==> config.mk <==
export PLATFORM = sky130hd
export DESIGN_NAME = hazard_unit_sb_flat
export DESIGN_NICKNAME = d
export VERILOG_FILES = /design/src/rtl/hazard_unit_sb_pkg.sv /design/src/rtl/hazard_unit_sb_if.sv /design/src/rtl/hazard_unit_sb_scoreboard.sv /design/src/rtl/hazard_unit_sb.sv /design/src/flat_wrapper.sv
export SDC_FILE = /design/constraint.sdc
export NUM_CORES = 1
export LEC_CHECK = 0
export CAP_MARGIN = 30
export CORE_MARGIN = 1
export CORE_UTILIZATION = 29
export DETAILED_ROUTE_END_ITERATION = 8
export GPL_TIMING_DRIVEN = 0
export PLACE_DENSITY = 0.58
export SLEW_MARGIN = 15
export SYNTH_ARGS = -nofsm -noshare
export SYNTH_HDL_FRONTEND = slang
export SYNTH_SLANG_ARGS = --single-unit
==> constraint.sdc <==
create_clock -name clk -period 3.4 [get_ports clk]
set_input_delay 0.34 -clock clk [delete_from_list [all_inputs] [get_ports clk]]
set_output_delay 0.34 -clock clk [all_outputs]
set_load 0.05 [all_outputs]
==> src/rtl/hazard_unit_sb_pkg.sv <==
// Shared types for the RV32 hazard controller: write-back source encodings,
// hazard cause and the control vector each cause maps to.
package hazard_unit_sb_pkg;

  localparam int XLEN_DEF  = 32;
  localparam int NREG_DEF  = 32;
  localparam int RW_DEF    = $clog2(NREG_DEF);
  localparam int CNT_W_DEF = 32;

  typedef enum logic [1:0] {
    WD_ALU  = 2'd0,
    WD_DRAM = 2'd1,
    WD_PC4  = 2'd2,
    WD_IMM  = 2'd3
  } wd_sel_e;

  typedef enum logic [1:0] {
    HZ_NONE = 2'd0,
    HZ_MEM  = 2'd1,
    HZ_BR   = 2'd2,
    HZ_DATA = 2'd3
  } hz_cause_e;

  typedef struct packed {
    logic keep_pc;
    logic stall_if_id;
    logic stall_id_ex;
    logic stall_ex_mem;
    logic flush_if_id;
    logic flush_id_ex;
  } hz_ctrl_t;

  // A redirect discards the wrong-path instruction in ID, so it never stalls.
  function automatic hz_ctrl_t ctrl_for(input hz_cause_e cause);
    hz_ctrl_t c;
    c = '0;
    case (cause)
      HZ_MEM: begin
        c.keep_pc      = 1'b1;
        c.stall_if_id  = 1'b1;
        c.stall_id_ex  = 1'b1;
        c.stall_ex_mem = 1'b1;
      end
      HZ_BR: begin
        c.flush_if_id = 1'b1;
        c.flush_id_ex = 1'b1;
      end
      HZ_DATA: begin
        c.keep_pc     = 1'b1;
        c.stall_if_id = 1'b1;
        c.flush_id_ex = 1'b1;
      end
      default: c = '0;
    endcase
    return c;
  endfunction

endpackage

==> src/rtl/hazard_unit_sb_if.sv <==
// Signal bundle between the pipeline datapath and the hazard controller.
interface hazard_unit_sb_if
  import hazard_unit_sb_pkg::*;
#(
  parameter int XLEN  = XLEN_DEF,
  parameter int NREG  = NREG_DEF,
  parameter int CNT_W = CNT_W_DEF
);
  localparam int RW = $clog2(NREG);

  logic            rs1_used_ID;
  logic            rs2_used_ID;
  logic [RW-1:0]   rR1_ID;
  logic [RW-1:0]   rR2_ID;
  logic            valid_EX;
  logic [RW-1:0]   wR_EX;
  logic [RW-1:0]   wR_MEM;
  logic [RW-1:0]   wR_WB;
  logic            rf_we_EX;
  logic            rf_we_MEM;
  logic            rf_we_WB;
  logic [XLEN-1:0] rf_wd_EX;
  logic [XLEN-1:0] rf_wd_MEM;
  logic [XLEN-1:0] rf_wd_WB;
  logic            long_EX;
  logic            lr_wb_valid;
  logic [RW-1:0]   lr_wb_rd;
  logic            mem_stall;
  logic            take_branch_EX;
  logic            cnt_clr;

  logic            keep_pc;
  logic            stall_IF_ID;
  logic            stall_ID_EX;
  logic            stall_EX_MEM;
  logic            flush_IF_ID;
  logic            flush_ID_EX;
  logic            fwd_rD1e_EX;
  logic            fwd_rD2e_EX;
  logic [XLEN-1:0] fwd_rD1_EX;
  logic [XLEN-1:0] fwd_rD2_EX;
  logic [NREG-1:0] sb_pending;
  logic [CNT_W-1:0] cnt_stall;
  logic [CNT_W-1:0] cnt_flush;
  logic [CNT_W-1:0] cnt_lduse;

  modport master (
    output rs1_used_ID, rs2_used_ID, rR1_ID, rR2_ID, valid_EX,
           wR_EX, wR_MEM, wR_WB, rf_we_EX, rf_we_MEM, rf_we_WB,
           rf_wd_EX, rf_wd_MEM, rf_wd_WB, long_EX, lr_wb_valid, lr_wb_rd,
           mem_stall, take_branch_EX, cnt_clr,
    input  keep_pc, stall_IF_ID, stall_ID_EX, stall_EX_MEM, flush_IF_ID,
           flush_ID_EX, fwd_rD1e_EX, fwd_rD2e_EX, fwd_rD1_EX, fwd_rD2_EX,
           sb_pending, cnt_stall, cnt_flush, cnt_lduse
  );

  modport slave (
    input  rs1_used_ID, rs2_used_ID, rR1_ID, rR2_ID, valid_EX,
           wR_EX, wR_MEM, wR_WB, rf_we_EX, rf_we_MEM, rf_we_WB,
           rf_wd_EX, rf_wd_MEM, rf_wd_WB, long_EX, lr_wb_valid, lr_wb_rd,
           mem_stall, take_branch_EX, cnt_clr,
    output keep_pc, stall_IF_ID, stall_ID_EX, stall_EX_MEM, flush_IF_ID,
           flush_ID_EX, fwd_rD1e_EX, fwd_rD2e_EX, fwd_rD1_EX, fwd_rD2_EX,
           sb_pending, cnt_stall, cnt_flush, cnt_lduse
  );

endinterface

==> src/rtl/hazard_unit_sb_scoreboard.sv <==
// Pending-write scoreboard for long-latency results: one bit per register,
// with same-cycle write-back bypass detection for both ID sources.
module hazard_scoreboard #(
  parameter int NREG = 32,
  parameter int RW   = $clog2(NREG)
) (
  input  logic            clk,
  input  logic            rst_n,
  input  logic            set_en,
  input  logic [RW-1:0]   set_idx,
  input  logic            clr_en,
  input  logic [RW-1:0]   clr_idx,
  input  logic            rs1_used,
  input  logic            rs2_used,
  input  logic [RW-1:0]   rr1,
  input  logic [RW-1:0]   rr2,
  output logic [NREG-1:0] sb_pending,
  output logic            hit1,
  output logic            hit2,
  output logic            byp1,
  output logic            byp2
);

  logic [NREG-1:0] sb_q;
  logic [NREG-1:0] sb_nxt;

  // Set is applied after clear so a new long-latency writer wins the tie.
  always_comb begin
    sb_nxt = sb_q;
    if (clr_en && clr_idx != '0) sb_nxt[clr_idx] = 1'b0;
    if (set_en && set_idx != '0) sb_nxt[set_idx] = 1'b1;
  end

  always_ff @(posedge clk or negedge rst_n) begin
    if (!rst_n) sb_q <= '0;
    else        sb_q <= sb_nxt;
  end

  assign sb_pending = sb_q;
  assign hit1 = rs1_used && sb_q[rr1];
  assign hit2 = rs2_used && sb_q[rr2];
  assign byp1 = hit1 && clr_en && (clr_idx == rr1);
  assign byp2 = hit2 && clr_en && (clr_idx == rr2);

endmodule

==> src/rtl/hazard_unit_sb.sv <==
// Hazard controller for the 5-stage RV32 core: EX>MEM>WB forwarding, scoreboard
// stalls for long-latency loads, memory freeze, branch flush and perf counters.
module hazard_unit_sb
  import hazard_unit_sb_pkg::*;
#(
  parameter int XLEN  = XLEN_DEF,
  parameter int NREG  = NREG_DEF,
  parameter int CNT_W = CNT_W_DEF
) (
  input logic             clk,
  input logic             rst_n,
  hazard_unit_sb_if.slave hz
);

  localparam int RW = $clog2(NREG);

  function automatic logic raw(input logic used, input logic [RW-1:0] rr,
                               input logic [RW-1:0] wr, input logic we);
    return used && (rr == wr) && we && (wr != '0);
  endfunction

  // A pending scoreboard bit means MEM/WB hold stale data for that register.
  function automatic logic [XLEN:0] fwd_pick(input logic hit_ex, input logic byp,
                                             input logic sb_blk, input logic hit_mem,
                                             input logic hit_wb,
                                             input logic [XLEN-1:0] d_ex,
                                             input logic [XLEN-1:0] d_mem,
                                             input logic [XLEN-1:0] d_wb);
    logic [XLEN:0] r;
    r = '0;
    if (hit_ex)                  r = {1'b1, d_ex};
    else if (byp)                r = {1'b1, d_wb};
    else if (!sb_blk && hit_mem) r = {1'b1, d_mem};
    else if (!sb_blk && hit_wb)  r = {1'b1, d_wb};
    return r;
  endfunction

  function automatic logic [CNT_W-1:0] sat_inc(input logic [CNT_W-1:0] c);
    return (c == '1) ? c : c + 1'b1;
  endfunction

  logic raw_ex1, raw_ex2, raw_mem1, raw_mem2, raw_wb1, raw_wb2;
  logic hit1, hit2, byp1, byp2;
  logic sb_set, data_haz;
  logic [XLEN:0] fwd1, fwd2;
  hz_cause_e cause;
  hz_ctrl_t  ctrl;
  logic [CNT_W-1:0] cnt_stall_r, cnt_flush_r, cnt_lduse_r;

  assign raw_ex1  = raw(hz.rs1_used_ID, hz.rR1_ID, hz.wR_EX,  hz.rf_we_EX);
  assign raw_ex2  = raw(hz.rs2_used_ID, hz.rR2_ID, hz.wR_EX,  hz.rf_we_EX);
  assign raw_mem1 = raw(hz.rs1_used_ID, hz.rR1_ID, hz.wR_MEM, hz.rf_we_MEM);
  assign raw_mem2 = raw(hz.rs2_used_ID, hz.rR2_ID, hz.wR_MEM, hz.rf_we_MEM);
  assign raw_wb1  = raw(hz.rs1_used_ID, hz.rR1_ID, hz.wR_WB,  hz.rf_we_WB);
  assign raw_wb2  = raw(hz.rs2_used_ID, hz.rR2_ID, hz.wR_WB,  hz.rf_we_WB);

  assign sb_set = !hz.mem_stall && hz.valid_EX && hz.long_EX &&
                  hz.rf_we_EX && (hz.wR_EX != '0);

  hazard_scoreboard #(.NREG(NREG), .RW(RW)) u_sb (
    .clk        (clk),
    .rst_n      (rst_n),
    .set_en     (sb_set),
    .set_idx    (hz.wR_EX),
    .clr_en     (hz.lr_wb_valid),
    .clr_idx    (hz.lr_wb_rd),
    .rs1_used   (hz.rs1_used_ID),
    .rs2_used   (hz.rs2_used_ID),
    .rr1        (hz.rR1_ID),
    .rr2        (hz.rR2_ID),
    .sb_pending (hz.sb_pending),
    .hit1       (hit1),
    .hit2       (hit2),
    .byp1       (byp1),
    .byp2       (byp2)
  );

  assign fwd1 = fwd_pick(raw_ex1, byp1, hit1, raw_mem1, raw_wb1,
                         hz.rf_wd_EX, hz.rf_wd_MEM, hz.rf_wd_WB);
  assign fwd2 = fwd_pick(raw_ex2, byp2, hit2, raw_mem2, raw_wb2,
                         hz.rf_wd_EX, hz.rf_wd_MEM, hz.rf_wd_WB);
  assign {hz.fwd_rD1e_EX, hz.fwd_rD1_EX} = fwd1;
  assign {hz.fwd_rD2e_EX, hz.fwd_rD2_EX} = fwd2;

  assign data_haz = (hz.long_EX && hz.valid_EX && (raw_ex1 || raw_ex2)) ||
                    (hit1 && !byp1) || (hit2 && !byp2);

  always_comb begin
    cause = HZ_NONE;
    if (hz.mem_stall)           cause = HZ_MEM;
    else if (hz.take_branch_EX) cause = HZ_BR;
    else if (data_haz)          cause = HZ_DATA;
  end

  assign ctrl            = ctrl_for(cause);
  assign hz.keep_pc      = ctrl.keep_pc;
  assign hz.stall_IF_ID  = ctrl.stall_if_id;
  assign hz.stall_ID_EX  = ctrl.stall_id_ex;
  assign hz.stall_EX_MEM = ctrl.stall_ex_mem;
  assign hz.flush_IF_ID  = ctrl.flush_if_id;
  assign hz.flush_ID_EX  = ctrl.flush_id_ex;

  // Counter stage: one cycle behind the cause that bumps it.
  always_ff @(posedge clk or negedge rst_n) begin
    if (!rst_n) begin
      cnt_stall_r <= '0;
      cnt_flush_r <= '0;
      cnt_lduse_r <= '0;
    end else if (hz.cnt_clr) begin
      cnt_stall_r <= '0;
      cnt_flush_r <= '0;
      cnt_lduse_r <= '0;
    end else begin
      if (ctrl.keep_pc)      cnt_stall_r <= sat_inc(cnt_stall_r);
      if (cause == HZ_BR)    cnt_flush_r <= sat_inc(cnt_flush_r);
      if (cause == HZ_DATA)  cnt_lduse_r <= sat_inc(cnt_lduse_r);
    end
  end

  assign hz.cnt_stall = cnt_stall_r;
  assign hz.cnt_flush = cnt_flush_r;
  assign hz.cnt_lduse = cnt_lduse_r;

endmodule

==> src/flat_wrapper.sv <==
// flat-port wrapper written by rule: the top's interface ports become plain ports
module hazard_unit_sb_flat import hazard_unit_sb_pkg::*;
#(
  parameter int XLEN  = XLEN_DEF,
  parameter int NREG  = NREG_DEF,
  parameter int CNT_W = CNT_W_DEF
)
  (clk, rst_n, hz_rs1_used_ID, hz_rs2_used_ID, hz_rR1_ID, hz_rR2_ID, hz_valid_EX, hz_wR_EX, hz_wR_MEM, hz_wR_WB, hz_rf_we_EX, hz_rf_we_MEM, hz_rf_we_WB, hz_rf_wd_EX, hz_rf_wd_MEM, hz_rf_wd_WB, hz_long_EX, hz_lr_wb_valid, hz_lr_wb_rd, hz_mem_stall, hz_take_branch_EX, hz_cnt_clr, hz_keep_pc, hz_stall_IF_ID, hz_stall_ID_EX, hz_stall_EX_MEM, hz_flush_IF_ID, hz_flush_ID_EX, hz_fwd_rD1e_EX, hz_fwd_rD2e_EX, hz_fwd_rD1_EX, hz_fwd_rD2_EX, hz_sb_pending, hz_cnt_stall, hz_cnt_flush, hz_cnt_lduse);
  hazard_unit_sb_if #(.XLEN(XLEN), .NREG(NREG), .CNT_W(CNT_W)) hz_i ();
  input logic clk;
  input logic rst_n;
  input wire logic [$bits(hz_i.rs1_used_ID)-1:0] hz_rs1_used_ID;
  input wire logic [$bits(hz_i.rs2_used_ID)-1:0] hz_rs2_used_ID;
  input wire logic [$bits(hz_i.rR1_ID)-1:0] hz_rR1_ID;
  input wire logic [$bits(hz_i.rR2_ID)-1:0] hz_rR2_ID;
  input wire logic [$bits(hz_i.valid_EX)-1:0] hz_valid_EX;
  input wire logic [$bits(hz_i.wR_EX)-1:0] hz_wR_EX;
  input wire logic [$bits(hz_i.wR_MEM)-1:0] hz_wR_MEM;
  input wire logic [$bits(hz_i.wR_WB)-1:0] hz_wR_WB;
  input wire logic [$bits(hz_i.rf_we_EX)-1:0] hz_rf_we_EX;
  input wire logic [$bits(hz_i.rf_we_MEM)-1:0] hz_rf_we_MEM;
  input wire logic [$bits(hz_i.rf_we_WB)-1:0] hz_rf_we_WB;
  input wire logic [$bits(hz_i.rf_wd_EX)-1:0] hz_rf_wd_EX;
  input wire logic [$bits(hz_i.rf_wd_MEM)-1:0] hz_rf_wd_MEM;
  input wire logic [$bits(hz_i.rf_wd_WB)-1:0] hz_rf_wd_WB;
  input wire logic [$bits(hz_i.long_EX)-1:0] hz_long_EX;
  input wire logic [$bits(hz_i.lr_wb_valid)-1:0] hz_lr_wb_valid;
  input wire logic [$bits(hz_i.lr_wb_rd)-1:0] hz_lr_wb_rd;
  input wire logic [$bits(hz_i.mem_stall)-1:0] hz_mem_stall;
  input wire logic [$bits(hz_i.take_branch_EX)-1:0] hz_take_branch_EX;
  input wire logic [$bits(hz_i.cnt_clr)-1:0] hz_cnt_clr;
  output wire logic [$bits(hz_i.keep_pc)-1:0] hz_keep_pc;
  output wire logic [$bits(hz_i.stall_IF_ID)-1:0] hz_stall_IF_ID;
  output wire logic [$bits(hz_i.stall_ID_EX)-1:0] hz_stall_ID_EX;
  output wire logic [$bits(hz_i.stall_EX_MEM)-1:0] hz_stall_EX_MEM;
  output wire logic [$bits(hz_i.flush_IF_ID)-1:0] hz_flush_IF_ID;
  output wire logic [$bits(hz_i.flush_ID_EX)-1:0] hz_flush_ID_EX;
  output wire logic [$bits(hz_i.fwd_rD1e_EX)-1:0] hz_fwd_rD1e_EX;
  output wire logic [$bits(hz_i.fwd_rD2e_EX)-1:0] hz_fwd_rD2e_EX;
  output wire logic [$bits(hz_i.fwd_rD1_EX)-1:0] hz_fwd_rD1_EX;
  output wire logic [$bits(hz_i.fwd_rD2_EX)-1:0] hz_fwd_rD2_EX;
  output wire logic [$bits(hz_i.sb_pending)-1:0] hz_sb_pending;
  output wire logic [$bits(hz_i.cnt_stall)-1:0] hz_cnt_stall;
  output wire logic [$bits(hz_i.cnt_flush)-1:0] hz_cnt_flush;
  output wire logic [$bits(hz_i.cnt_lduse)-1:0] hz_cnt_lduse;
  assign hz_i.rs1_used_ID = hz_rs1_used_ID;
  assign hz_i.rs2_used_ID = hz_rs2_used_ID;
  assign hz_i.rR1_ID = hz_rR1_ID;
  assign hz_i.rR2_ID = hz_rR2_ID;
  assign hz_i.valid_EX = hz_valid_EX;
  assign hz_i.wR_EX = hz_wR_EX;
  assign hz_i.wR_MEM = hz_wR_MEM;
  assign hz_i.wR_WB = hz_wR_WB;
  assign hz_i.rf_we_EX = hz_rf_we_EX;
  assign hz_i.rf_we_MEM = hz_rf_we_MEM;
  assign hz_i.rf_we_WB = hz_rf_we_WB;
  assign hz_i.rf_wd_EX = hz_rf_wd_EX;
  assign hz_i.rf_wd_MEM = hz_rf_wd_MEM;
  assign hz_i.rf_wd_WB = hz_rf_wd_WB;
  assign hz_i.long_EX = hz_long_EX;
  assign hz_i.lr_wb_valid = hz_lr_wb_valid;
  assign hz_i.lr_wb_rd = hz_lr_wb_rd;
  assign hz_i.mem_stall = hz_mem_stall;
  assign hz_i.take_branch_EX = hz_take_branch_EX;
  assign hz_i.cnt_clr = hz_cnt_clr;
  assign hz_keep_pc = hz_i.keep_pc;
  assign hz_stall_IF_ID = hz_i.stall_IF_ID;
  assign hz_stall_ID_EX = hz_i.stall_ID_EX;
  assign hz_stall_EX_MEM = hz_i.stall_EX_MEM;
  assign hz_flush_IF_ID = hz_i.flush_IF_ID;
  assign hz_flush_ID_EX = hz_i.flush_ID_EX;
  assign hz_fwd_rD1e_EX = hz_i.fwd_rD1e_EX;
  assign hz_fwd_rD2e_EX = hz_i.fwd_rD2e_EX;
  assign hz_fwd_rD1_EX = hz_i.fwd_rD1_EX;
  assign hz_fwd_rD2_EX = hz_i.fwd_rD2_EX;
  assign hz_sb_pending = hz_i.sb_pending;
  assign hz_cnt_stall = hz_i.cnt_stall;
  assign hz_cnt_flush = hz_i.cnt_flush;
  assign hz_cnt_lduse = hz_i.cnt_lduse;
  hazard_unit_sb #(.XLEN(XLEN), .NREG(NREG), .CNT_W(CNT_W)) u_core (.clk(clk), .rst_n(rst_n), .hz(hz_i));
endmodule
## Word-level counts from Yosys, hierarchy flattened

Index checks and enable logic that the tools add are counted.

- $add $sub $neg: 3
- Multipliers: 0
- Divide/modulo/power cells: 0
- Magnitude comparators: 6
- Eq/ne operators: 17
- Shifts and indexed selects: 0
- Mux-type cells: 34
- Bitwise logic cells: 3
- Reductions and logical operators: 60

Operators by type and width:

| cell | count |
|---|---|
| $mux W32 | 11 |
| $mux W33 | 8 |
| $add A32 B1 Y32 const B | 3 |
| $eq A32 B32 Y1 const B | 3 |
| $eq A5 B5 Y1 | 8 |
| $logic_and A1 B1 Y1 | 40 |
| $and A32 B32 Y32 | 1 |
| $not A32 Y32 | 1 |
| $or A32 B32 Y32 | 1 |
| $lt A5 B6 Y1 const B | 4 |
| $reduce_bool A5 Y1 | 4 |
| $bmux W1 S5 | 2 |
| $demux W1 S5 | 2 |
| $ge A5 B1 Y1 const B | 2 |
| $mux W2 | 5 |
| $mux W1 | 6 |
| $ne A2 B2 Y1 const B | 3 |
| $reduce_and A2 Y1 | 3 |
| $reduce_bool A2 Y1 | 3 |
| $logic_not A1 Y1 | 5 |
| $eq A2 B2 Y1 const B | 2 |
| $reduce_or A2 Y1 | 2 |
| $logic_or A1 B1 Y1 | 3 |
| $eq A2 B1 Y1 const B | 1 |

- Register bits: 128
- Bits in latches: 0
- RAM bits: 0
- Bits in read-only memories: 0
- Bits of input ports: 139
- Output and inout bits: 200
- Word-level logic and storage cells: 127
- Memories kept: 0

## Depth between registers and ports, before layout

- Depth after elaboration: 17
- Depth in mapped cells: 11
- Gate-level depth less buffers: 8

## Cells and area by module

A second synthesis with hierarchy kept.

- Cells, all modules: 1066
- Area, all modules: 8927.3 um^2

Modules (own cells, without submodules):

| module | instances | cells each | area each (um^2) | seq. area each (um^2) |
|---|---|---|---|---|
| hazard_unit_sb | 1 | 857 | 6820.3 | 2402.3 |
| hazard_scoreboard | 1 | 209 | 2107.0 | 800.8 |

## Worst setup path before layout

OpenSTA, ideal clock, no wires.

- Path type: register -> output
- From: register u_core.u_sb.sb_q[19], in the netlist u_core.u_sb.sb_pending[19]
- To: output port hz_fwd_rD2_EX[10]
- Arrival time: 3.622 ns
- Data required time: 3.060 ns
- Slack: -0.562 ns
- Stages on the path, launching flop included: 9
- Buffers on the path: 1
- Path through: dfrtp_1 mux4_1 mux4_2 o22ai_1 nor3_1 mux2i_1 clkbuf_1 a22oi_1 o21ai_0

- Longest elaborated chain between the ends: 9
- Elaborated cells between the ends (all ways): 12
- Those cells by class: mux: 6; reduce/logical: 6

Ends and longest elaborated chain:

| element | line | text |
|---|---|---|
| start, declared | hazard_unit_sb_scoreboard.sv:24 | `logic [NREG-1:0] sb_q;` |
| start signal, assigned | hazard_unit_sb_scoreboard.sv:36 | `else sb_q <= sb_nxt;` |
| $bmux W1 S5 * | hazard_unit_sb_scoreboard.sv:41 | `assign hit2 = rs2_used && sb_q[rr2];` |
| $mux W1 (not written as such) * | hazard_unit_sb_scoreboard.sv:41 |  |
| $logic_and A1 B1 Y1 * | hazard_unit_sb_scoreboard.sv:41 |  |
| $logic_not A1 Y1 | hazard_unit_sb.sv:33, hazard_unit_sb.sv:34 |  |
| $logic_and A1 B1 Y1 | hazard_unit_sb.sv:34 | `else if (!sb_blk && hit_wb) r = {1'b1, d_wb};` |
| $mux W33 | hazard_unit_sb.sv:34 |  |
| $mux W33 | hazard_unit_sb.sv:33 | `else if (!sb_blk && hit_mem) r = {1'b1, d_mem};` |
| $mux W33 * | hazard_unit_sb.sv:32 | `else if (byp) r = {1'b1, d_wb};` |
| $mux W33 * | hazard_unit_sb.sv:31 | `if (hit_ex) r = {1'b1, d_ex};` |
| end, declared | flat_wrapper.sv:41 | `output wire logic [$bits(hz_i.fwd_rD2_EX)-1:0] hz_fwd_rD2_EX;` |

Every way passes the cells marked *; elsewhere a longest branch is shown, timed or not. The select of a mux whose other input is x is not followed.

## Worst setup path after layout

- From: register u_core.u_sb.sb_q[7], in the netlist u_core.u_sb.sb_pending[7]
- To: output port hz_fwd_rD2_EX[28]

Same word-level chain as after synthesis.

==> impl_results.md <==
- Status: complete, but fails checks
- Violated checks: setup timing
- Clock Skew: 18.5 ps
- Relative slew slack: 0.484
- Max FO, Critical Path: 10
- GR Layer Usage met3: 0.0383
- Max Freq: 0.288 GHz
- DRT iter0 DRCs: 721
- Proportion of layout cells with a drive suffix above 1: 0.221
- Top FF cell, synth: dfrtp_1
- Synth top area share: 0.365
- Clock latency on the worst-skew pair: 430 ps
- Finished Core Util: 0.481
- CTS max path bufs: 2
- Synth cell types: 60
- CTS tree: done
- Vias in the first global route: 9595
- H-tree Lvls: 4
- Number of buffers created by CTS: 17
- Drt pass-1 iters: 5
- Yosys Warn Count: 0
- Most frequent cells in the layout: clkdlybuf4s50_1 (247), dfrtp_1 (128), nor2_1 (109)
- Sequential fraction of the synthesis area: 0.365
- Pwr Total: 4420 uW
- Minimum clock period: 3480 ps
- # fillers: 2820
- Max-cap viol count: 0
- Syn_area_per_cell: 8.50 um^2
- Initial antenna violation count: 0
- Tot GR Track Use: 0.233
- Core ar.: 29700 um^2
- Final setup violation count: 21
- Core Rows: 63
- Max Slew Vio Count: 0
- Final instance area: 14300 um^2
- Commonest non-fill, non-tap cell in the layout: clkdlybuf4s50_1
- CTS Sinks: 128
- Routed Antenna Nets: 0
- RSZ-0062 raised after global routing: true
- Wirelength per Cell: 20.3 um
- Clk pin slew, worst setup/hold paths: 60 ps
- Syn nets: 1175
- Largest net degree at the start of global routing: 87
- Drt via density: 5.43
- Met1 usage: 0.332
- Post-route DRC: 0
- Met2 usage: 0.366
- Die width: 176 um
- Synth area leaders: dfrtp_1 (36%), o21ai_0 (6.9%), a22oi_1 (5.4%)
- PnR worst setup slack: -76.6 ps
- WS Path Type: flop to primary output
- HP Class: primary input to asynchronous set/reset pin
- Initial Util: 0.295
- Post-synth EDFFs: 0
- Crit share post-route: 1.02
- Remaining Overflow, GRT: 0
- I/O pin count: 339
- Die area: 31000 um^2
- CP Capture Type: primary output
- IO Port Bufs: 320
- Synth area leader: dfrtp_1
- Critical Path RT: 3060 ps
- Routed wire length: 36.8 mm
- Pwr Density: 309 nW/um^2
- Die Y: 176 um
- Global route hottest layer: met2
- Yosys reg bits: 128
- Worst-path cell chain: mux4_2 > mux4_2 > o22ai_4 > nor3_4 > mux2i_2 > buf_6 > clkbuf_16 > a22oi_2 > o21ai_2 > buf_6
- CP Launch Type: flop
- Post-Syn Area: 8780 um^2
- Family with the most delay on the worst path: multiplexers
- CP peak stage delay: 520 ps
- Area post-placement: 13000 um^2
- Ant. Diodes: 0
- Routed via count: 9815
- Synth-to-layout area growth: 62.8%
- Ys async rst share: 1.00
- Global-route wire length before repair: 56.4 mm
- GP Congestion: 0.865
- Final Hold Vio Count: 0
- Nets@finish: 1548
- Least-Margin Pin Slew: 772 ps
- Hpwl dp: 26.8 mm
- Critical Path AT: 3140 ps
- Gate count after technology mapping: 1033
- P_leak: 0.00539 uW
- Clock root buffer: clkbuf_16
- WP buf/inv: 3
- Maximum VDD drop: 0.000248 V
- Worst path slowest cell: mux4_2
-- through the flow --
| step | hold WS (ps) | setup slack, ps | cells | setup TNS, ps |
|---|---|---|---|---|
| 3_3_place_gp | 542 | -3440 | 1743 | -571000 |
| 3_5_place_dp | 252 | -1790 | 1746 | -133320 |
| 4_1_cts | 377 | -56.0 | 1805 | -422 |
| 6_report | 395 | -76.6 | 1808 | -531 |
| 2_1_floorplan | 44.4 | -188 | 1033 | -188 |
| 5_1_grt | 407 | -143 | 1808 | -4380 |
-- cell usage after synthesis, drive strengths merged (15+ instances only) --
library cell,count
dfrtp,128
o21ai,122
nor2,111
nand2,89
a22oi,63
a21oi,60
clkbuf,60
xor2,53
xnor2,49
nand4,33
nand3,25
or3,25
nor3,22
nor4,22
inv,16
mux4,16
and3,15
buf,15
-- what timing repair did --
action / CTS / global route
endpoints found under the setup margin: 92 / 82
hold buffers: 1 / 0
gates resized for setup: 493 / 95
hold endpoints to repair: 42 / 0
setup buffers: 28 / 5
pin swaps: 7 / 12
-- metal layers --
metal / up-vias / wire (um)
met5: - / 0
met2: 373 / 17500
met3: 33 / 1980
met4: 0 / 517
met1: 4884 / 16700
li1: 4525 / -
-- layout make-up --
class | instances | area (um^2) | area share
plain buffers | 72 | 467 | 0.0327
flip-flops and latches | 128 | 3200 | 0.224
clock inverters | 12 | 159 | 0.0111
inverters | 16 | 60.1 | 0.00420
clock buffers | 19 | 443 | 0.0310
repair buffers | 357 | 3560 | 0.249
multi-input cells | 814 | 5910 | 0.413
well taps | 390 | 488 | 0.0341
-- cells by family after synthesis --
group / synth area share
buffers and inverters: 0.0438
AO/OA/AOI/OAI: 0.194
multiplexers: 0.0587
adder cells (fa/ha/maj): 0.00428
XOR/XNOR: 0.102
AND/OR/NAND/NOR: 0.233
flip-flops: 0.365
-- power breakdown --
group | switching [uW] | internal, uW
registers | 34.8 | 1550
clock network | 744 | 1180
logic | 534 | 377
total | 1310 | 3110
-- worst paths after layout --
path | startpoint | end | depth (start not counted) | slack [ps]
max | u_core.u_sb.sb_pending[7]$_DFF_PN0_ | hz_fwd_rD2_EX[28] | 10 | -80
min | rst_n | u_core.hz.cnt_stall[21]$_DFFE_PN0P_ | 2 | 400
max reg2reg | u_core.u_sb.sb_pending[7]$_DFF_PN0_ | u_core.hz.cnt_stall[3]$_DFFE_PN0P_ | 12 | 120
min reg2reg | u_core.hz.cnt_flush[9]$_DFFE_PN0P_ | u_core.hz.cnt_flush[9]$_DFFE_PN0P_ | 2 | 570
max in group asynchronous | rst_n | u_core.hz.cnt_lduse[23]$_DFFE_PN0P_ | 3 | 2220
min in group clk | hz_wR_EX[1] | u_core.u_sb.sb_pending[4]$_DFF_PN0_ | 2 | 400
-- registers in the layout, indices dropped and copies added, names as in the netlist --
signal / count
u_core.hz.cnt_lduse: 32
u_core.u_sb.sb_pending: 32
u_core.hz.cnt_stall: 32
u_core.hz.cnt_flush: 32
Note: power is estimated with default switching activity, not from simulation.
